## config.mk

```make
export PLATFORM = sky130hd
export DESIGN_NAME = alu_result_stage_flat
export DESIGN_NICKNAME = d
export VERILOG_FILES = /design/src/rtl/alu_result_stage_if.sv /design/src/rtl/alu_result_stage.sv /design/src/flat_wrapper.sv
export SDC_FILE = /design/constraint.sdc
export NUM_CORES = 1
export LEC_CHECK = 0
export ABC_AREA = 1
export BUFFER_PORTS_ARGS = -buffer_cell sky130_fd_sc_hd__buf_4
export CORE_ASPECT_RATIO = 1.75
export CORE_MARGIN = 8
export CORE_UTILIZATION = 43
export DETAILED_ROUTE_END_ITERATION = 10
export PLACE_DENSITY = 0.82
export SYNTH_ARGS = -nofsm -noshare
export SYNTH_HDL_FRONTEND = slang
export SYNTH_SLANG_ARGS = --single-unit
export TNS_END_PERCENT = 100
```

## constraint.sdc

```tcl
create_clock -name clk -period 1.1 [get_ports clk]
set_input_delay 0.11 -clock clk [delete_from_list [all_inputs] [get_ports clk]]
set_output_delay 0.11 -clock clk [all_outputs]
set_load 0.02 [all_outputs]
```

## src/rtl/alu_result_stage_if.sv

```systemverilog
// Bus between the ALU, the result stage and the register-file writeback port.
// The master drives ALU results and the downstream ready; the slave is the stage.
interface alu_result_stage_if;
  logic        in_valid;
  logic        in_ready;
  logic [15:0] alu_out;
  logic        alu_c;
  logic        alu_z;
  logic [1:0]  cz_mod;
  logic [1:0]  cond;
  logic [2:0]  rd;
  logic        wr_req;
  logic        flush;
  logic        out_valid;
  logic        out_ready;
  logic [15:0] wb_data;
  logic [2:0]  wb_rd;
  logic        wb_en;
  logic        c_flag;
  logic        z_flag;

  modport master (
    output in_valid, alu_out, alu_c, alu_z, cz_mod, cond, rd, wr_req, flush, out_ready,
    input  in_ready, out_valid, wb_data, wb_rd, wb_en, c_flag, z_flag
  );

  modport slave (
    input  in_valid, alu_out, alu_c, alu_z, cz_mod, cond, rd, wr_req, flush, out_ready,
    output in_ready, out_valid, wb_data, wb_rd, wb_en, c_flag, z_flag
  );
endinterface

```

## src/rtl/alu_result_stage.sv

```systemverilog
// One-entry result register between the ALU and writeback; owns the C/Z flags
// and squashes conditional instructions whose condition fails.
//
// state | meaning
// EMPTY | no writeback beat held, out_valid = 0
// FULL  | beat held on wb_*, out_valid = 1, waits for out_ready
module alu_result_stage (
  input  logic                 clk,
  input  logic                 rst_n,
  alu_result_stage_if.slave    bus
);

  typedef enum logic {
    EMPTY = 1'b0,
    FULL  = 1'b1
  } state_t;

  state_t      state;
  logic [15:0] wb_data;
  logic [2:0]  wb_rd;
  logic        wb_en;
  logic        c_flag;
  logic        z_flag;

  logic        in_ready;
  logic        accept;
  logic        cond_ok;

  assign in_ready = (state == EMPTY) || bus.out_ready;
  assign accept   = bus.in_valid && in_ready && !bus.flush;

  // Condition is judged against the flags as they stand before this instruction
  always_comb begin
    cond_ok = 1'b1;
    case (bus.cond)
      2'b10:   cond_ok = c_flag;
      2'b01:   cond_ok = z_flag;
      default: cond_ok = 1'b1;
    endcase
  end

  always_ff @(posedge clk or negedge rst_n) begin
    if (!rst_n) begin
      state   <= EMPTY;
      wb_data <= 16'h0000;
      wb_rd   <= 3'b000;
      wb_en   <= 1'b0;
      c_flag  <= 1'b0;
      z_flag  <= 1'b0;
    end else if (bus.flush) begin
      state <= EMPTY;
      wb_en <= 1'b0;
    end else if (accept) begin
      state   <= FULL;
      wb_data <= bus.alu_out;
      wb_rd   <= bus.rd;
      wb_en   <= cond_ok && bus.wr_req;
      if (cond_ok && bus.cz_mod[1]) c_flag <= bus.alu_c;
      if (cond_ok && bus.cz_mod[0]) z_flag <= bus.alu_z;
    end else if ((state == FULL) && bus.out_ready) begin
      // Drained beat: keep data for visibility but never leave a write enable behind
      state <= EMPTY;
      wb_en <= 1'b0;
    end
  end

  assign bus.in_ready  = in_ready;
  assign bus.out_valid = (state == FULL);
  assign bus.wb_data   = wb_data;
  assign bus.wb_rd     = wb_rd;
  assign bus.wb_en     = wb_en;
  assign bus.c_flag    = c_flag;
  assign bus.z_flag    = z_flag;

endmodule

```

## src/flat_wrapper.sv

```systemverilog
// flat-port wrapper written by rule: the top's interface ports become plain ports
module alu_result_stage_flat 
  (clk, rst_n, bus_in_valid, bus_alu_out, bus_alu_c, bus_alu_z, bus_cz_mod, bus_cond, bus_rd, bus_wr_req, bus_flush, bus_out_ready, bus_in_ready, bus_out_valid, bus_wb_data, bus_wb_rd, bus_wb_en, bus_c_flag, bus_z_flag);
  alu_result_stage_if bus_i ();
  input  logic clk;
  input  logic rst_n;
  input wire logic [$bits(bus_i.in_valid)-1:0] bus_in_valid;
  input wire logic [$bits(bus_i.alu_out)-1:0] bus_alu_out;
  input wire logic [$bits(bus_i.alu_c)-1:0] bus_alu_c;
  input wire logic [$bits(bus_i.alu_z)-1:0] bus_alu_z;
  input wire logic [$bits(bus_i.cz_mod)-1:0] bus_cz_mod;
  input wire logic [$bits(bus_i.cond)-1:0] bus_cond;
  input wire logic [$bits(bus_i.rd)-1:0] bus_rd;
  input wire logic [$bits(bus_i.wr_req)-1:0] bus_wr_req;
  input wire logic [$bits(bus_i.flush)-1:0] bus_flush;
  input wire logic [$bits(bus_i.out_ready)-1:0] bus_out_ready;
  output wire logic [$bits(bus_i.in_ready)-1:0] bus_in_ready;
  output wire logic [$bits(bus_i.out_valid)-1:0] bus_out_valid;
  output wire logic [$bits(bus_i.wb_data)-1:0] bus_wb_data;
  output wire logic [$bits(bus_i.wb_rd)-1:0] bus_wb_rd;
  output wire logic [$bits(bus_i.wb_en)-1:0] bus_wb_en;
  output wire logic [$bits(bus_i.c_flag)-1:0] bus_c_flag;
  output wire logic [$bits(bus_i.z_flag)-1:0] bus_z_flag;
  assign bus_i.in_valid = bus_in_valid;
  assign bus_i.alu_out = bus_alu_out;
  assign bus_i.alu_c = bus_alu_c;
  assign bus_i.alu_z = bus_alu_z;
  assign bus_i.cz_mod = bus_cz_mod;
  assign bus_i.cond = bus_cond;
  assign bus_i.rd = bus_rd;
  assign bus_i.wr_req = bus_wr_req;
  assign bus_i.flush = bus_flush;
  assign bus_i.out_ready = bus_out_ready;
  assign bus_in_ready = bus_i.in_ready;
  assign bus_out_valid = bus_i.out_valid;
  assign bus_wb_data = bus_i.wb_data;
  assign bus_wb_rd = bus_i.wb_rd;
  assign bus_wb_en = bus_i.wb_en;
  assign bus_c_flag = bus_i.c_flag;
  assign bus_z_flag = bus_i.z_flag;
  alu_result_stage u_core (.clk(clk), .rst_n(rst_n), .bus(bus_i));
endmodule
```

[Yosys cells after proc, flatten, opt, wreduce, memory -nomap -nowiden]
Cells that the tools add are included.
Word-level totals
  register bits after elaboration: 23
  output and inout port bits: 24
Cells by class
  equality and inequality tests: 2
  bitwise operators: 2
  reduce and logical (&&, ||, !) cells: 12
  muxes and demuxes: 6
Operators by type and width (number)
  $logic_and 1x1->1: 6
  $reduce_and 3->1: 2
  $mux 1: 5
  $reduce_bool 3->1: 1
  $eq 2x1->1 const B: 1
  $eq 2x2->1 const B: 1
  $not 1->1: 2
  $pmux 1 s2: 1
  $reduce_and 2->1: 1
  $logic_not 1->1: 1
  $logic_or 1x1->1: 1

[Longest topological paths before layout]
  depth in word-level cells: 6
  depth in mapped cells: 7
  depth with buffers taken out: 7

[Worst setup path after synthesis]
No wires, ideal clock.
  path kind: reg2reg
  from: reg u_core.state (netlist: u_core.bus.out_valid)
  to: reg u_core.wb_data[0] (netlist: u_core.bus.wb_data[0])
  slack: 7 ps
  required time: 984 ps
  arrival: 976 ps
  library setup time: 116 ps
  stages on the path, launching flop included: 6
  path through: dfrtp_1 nand2_2 nand2_2 buf_6 nand2_1 nand2_1
On the way
  word-level cells in the longest chain between the ends: 5
Ends and longest elaborated chain
  start: declaration: line alu_result_stage.sv:18  | state_t state;
  start signal: assignment: line alu_result_stage.sv:44  | state <= EMPTY;
  start signal: assignment: line alu_result_stage.sv:51  | state <= EMPTY;
  start signal: assignment: line alu_result_stage.sv:54  | state <= FULL;
  $not 1->1: line alu_result_stage.sv:29  | assign in_ready = (state == EMPTY) || bus.out_ready;
  $logic_or 1x1->1: line alu_result_stage.sv:29
  named net bus_in_ready: line flat_wrapper.sv:17  | output wire logic [$bits(bus_i.in_ready)-1:0] bus_in_ready;
  $logic_and 1x1->1 (2 in series): line alu_result_stage.sv:30  | assign accept = bus.in_valid && in_ready && !bus.flush;
  $reduce_and 2->1 (no source line)
  end signal: assignment: line alu_result_stage.sv:55  | wb_data <= bus.alu_out;
  end: declaration: line alu_result_stage.sv:19  | logic [15:0] wb_data;
The timed path passes the listed nets, and every way through them passes these cells.
A chain may end at the register's enable or synchronous reset.

[Worst setup path in the final report]
  from: reg u_core.state (netlist: u_core.bus.out_valid)
  to: reg u_core.wb_data[5] (netlist: u_core.bus.wb_data[5])
On the way
  word-level cells in the longest chain between the ends: 5
Ends and longest elaborated chain (line)
  $not 1->1: alu_result_stage.sv:29
  $logic_or 1x1->1: alu_result_stage.sv:29
  $logic_and 1x1->1 (2 in series): alu_result_stage.sv:30
  $reduce_and 2->1 (no source line)
No other way between the ends.

==> impl_metrics.tcl <==
set metrics [dict create \
    finalClockSkew_ns 0.00263 \
    clock_path_buffers 2 \
    maxCapViolCount 0 \
    status "finished clean" \
    hp-class "in2reg" \
    dr_total_vias 973 \
    antenna_left 0 \
    p_sw_mw 0.755 \
    combPwrFrac 0.311 \
    critPathArrivalTime_ns 1.28 \
    p_per_area_nw_per_um2 1480 \
    drive_gt1_frac 0.449 \
    holdWs_ns 0.00926 \
    fp.dieH_um 80.5 \
    antenna_found_initial 0 \
    nets 212 \
    grt_pass1_vias 1033 \
    p_seq_frac 0.459 \
    setup_violations 0 \
    ios 55 \
    synthCells 119 \
    peakVddDrop_mv 1.01 \
    synth.avg_cell_area_sq_um 8.59 \
    clockRootBuffer "clkbuf_8" \
    max_freq_mhz 932 \
    route.detailed.drc 0 \
    cpMostUsedCell "nor2_4" \
    routed_wl_um 3010 \
    yosysSeqAreaShare 0.563 \
    clkPwrFrac 0.230 \
    die-area_sq_um 4250 \
    grt_util_met2 0.269 \
    hold_viol_final 0 \
    dp_slack_ns 0.0304 \
    synth_area_sq_um 1020 \
    utilization 0.682 \
    core_sq_um 2270 \
    cts_made_buffers 3 \
    dp_hpwl_um 2410 \
    critPathMaxFanout 8 \
    insertion_delay_ns 0.27 \
    fp.dieW_um 52.9 \
    worstPathRequired_ns 1.31 \
    port_buffers 54 \
    cp.buffers_inverters 2 \
    tightest_slew_ns 0.286 \
    dp_cells 198 \
    finalSetupTns_ns 0 \
    fp-row-count 23 \
    path_clk_slew_ns 0.08 \
    yosysUniqueCellTypes 13 \
    grtUsageMet3 0.0277 \
    switching_share 0.329 \
    cts_tree "yes" \
    path_class "reg2reg" \
    first_pass_iters 4 \
    endpoint_kind "register" \
    min_period_ns 1.07 \
    fin_cells 203 \
    fin_crit_sh 0.975 \
    grt_usage 0.147 \
    slew_headroom 0.809 \
    critPathTopFamily "flip-flops" \
    grt-busiest-layer "met2" \
    syn-num-nets 152 \
    detail_route.vias_per_cell 4.79 \
    grt_pass1_wl_um 4690 \
    rsz0062_at_grt "yes" \
    met1_usage 0.145 \
    slowest_delay_ns 0.43 \
    intPower_mw 1.54 \
    yosys_warnings 0 \
    dr.first_iter.drc_count 14 \
    grt.overflow.total 0 \
    cts_max_level 1 \
    slew_violations 0 \
    fillers 210 \
    area_growth_pct 51.7 \
    insertedDiodeCount 0 \
    fin_ws_ns 0.0274 \
    start_util 0.450 \
    crit_path_start_kind "register" \
    path_cells "inv_2, nor2_4, nor2_4, buf_6, nand2_2, nand2_1" \
    crit_slowest_cell "dfrtp_1" \
    cts_setup_buffers 0 \
    ys_ff_latch 23 \
    place_congestion 0.780 \
    leakagePower_nw 0.884 \
    wl_per_cell_um 14.8 \
    grt_max_degree 24 \
    cts.sinks 23 \
]
## power groups by stage
stage	clock network (mW)	logic (mW)	registers [mW]
floorplan	0	0.177	1.22
global placement	0	0.678	1.06
detailed placement	0	0.698	1.07
CTS	0.545	0.703	1.05
global route	0.573	0.772	1.07
finish	0.529	0.714	1.06
## per-layer routing
metal  up-vias  part of all wire
li1        477                 -
met1       455              0.33
met2        32              0.60
met3         9             0.045
met4         0             0.026
met5         -                 0
## Yosys cell counts (all sizes together)
master | number | area, sq um
nand2 | 67 | 259
dfrtp | 23 | 576
inv | 8 | 30.0
nand3 | 7 | 45.0
nor2 | 5 | 28.8
buf | 4 | 45.0
a21oi | 2 | 10.0
ha | 2 | 25.0
clkinv | 1 | 3.75
## layout make-up
cell class / instances / area [sq um] / share of cell area
Sequential cell: 23 / 576 / 0.371
Tap cell: 25 / 31.3 / 0.0202
Timing Repair Buffer: 59 / 460 / 0.297
Clock buffer: 3 / 41.3 / 0.0266
Inverter: 9 / 33.8 / 0.0218
Clock inverter: 1 / 5.00 / 0.00323
Multi-Input combinational cell: 83 / 403 / 0.260
## repair_timing
item	in CTS	in global routing
gates resized for setup	0	17
hold buffers	1	0
setup endpoints to repair	0	19
endpoints found under the hold margin	23	0
## registers in the layout, summed over array words and instances, names as in the netlist
name	cells
u_core.bus.wb_data	16
u_core.bus.wb_rd	3
u_core.bus.c_flag	1
u_core.bus.out_valid	1
u_core.bus.wb_en	1
u_core.bus.z_flag	1
## metrics by stage
stage,total power [mW],cell area [sq um]
floorplan,1.39,1020
global placement,1.74,1440
detailed placement,1.77,1440
CTS,2.30,1500
global route,2.41,1550
finish,2.30,1550
## path summary, 6_finish.rpt
path,slack [ns],from,endpoint,cells after the start
min,0.009,bus_flush,u_core.bus.out_valid$_DFFE_PN0P_,2
min reg2reg,0.49,u_core.bus.wb_rd[2]$_DFFE_PN0P_,u_core.bus.wb_rd[2]$_DFFE_PN0P_,2
max in group asynchronous,0.60,rst_n,u_core.bus.wb_en$_DFFE_PN0P_,2
max reg2reg,0.03,u_core.bus.out_valid$_DFFE_PN0P_,u_core.bus.wb_data[5]$_DFFE_PN0P_,6
min in group asynchronous,0.28,rst_n,u_core.bus.z_flag$_DFFE_PN0P_,2
max,0.03,u_core.bus.out_valid$_DFFE_PN0P_,u_core.bus.wb_data[5]$_DFFE_PN0P_,6
## placed cells by master (no fill, tap or decap)
master         count
nand3_1            5
dlygate4sd3_1      1
clkinv_2           1
dfrtp_1           23
a21oi_1            2
inv_2              1
nor2_1             3
clkinv_1           1
nand2_4            1
nand3_2            2
nor2_4             2
nand2_2           12
inv_1              7
nand2_1           54
buf_4             54
clkbuf_8           3
buf_6              4
ha_1               2
## cells by family (layout without fill, tap and decap cells)
logic type      Yosys count  after routing  share of synthesized area
buf+inv                  13             72                     0.0771
simple gates             79             79                      0.326
compound gates            2              2                    0.00979
flops                    23             23                      0.563
fa+ha+maj                 2              2                     0.0245
Note: power is estimated with default switching activity, not from simulation.
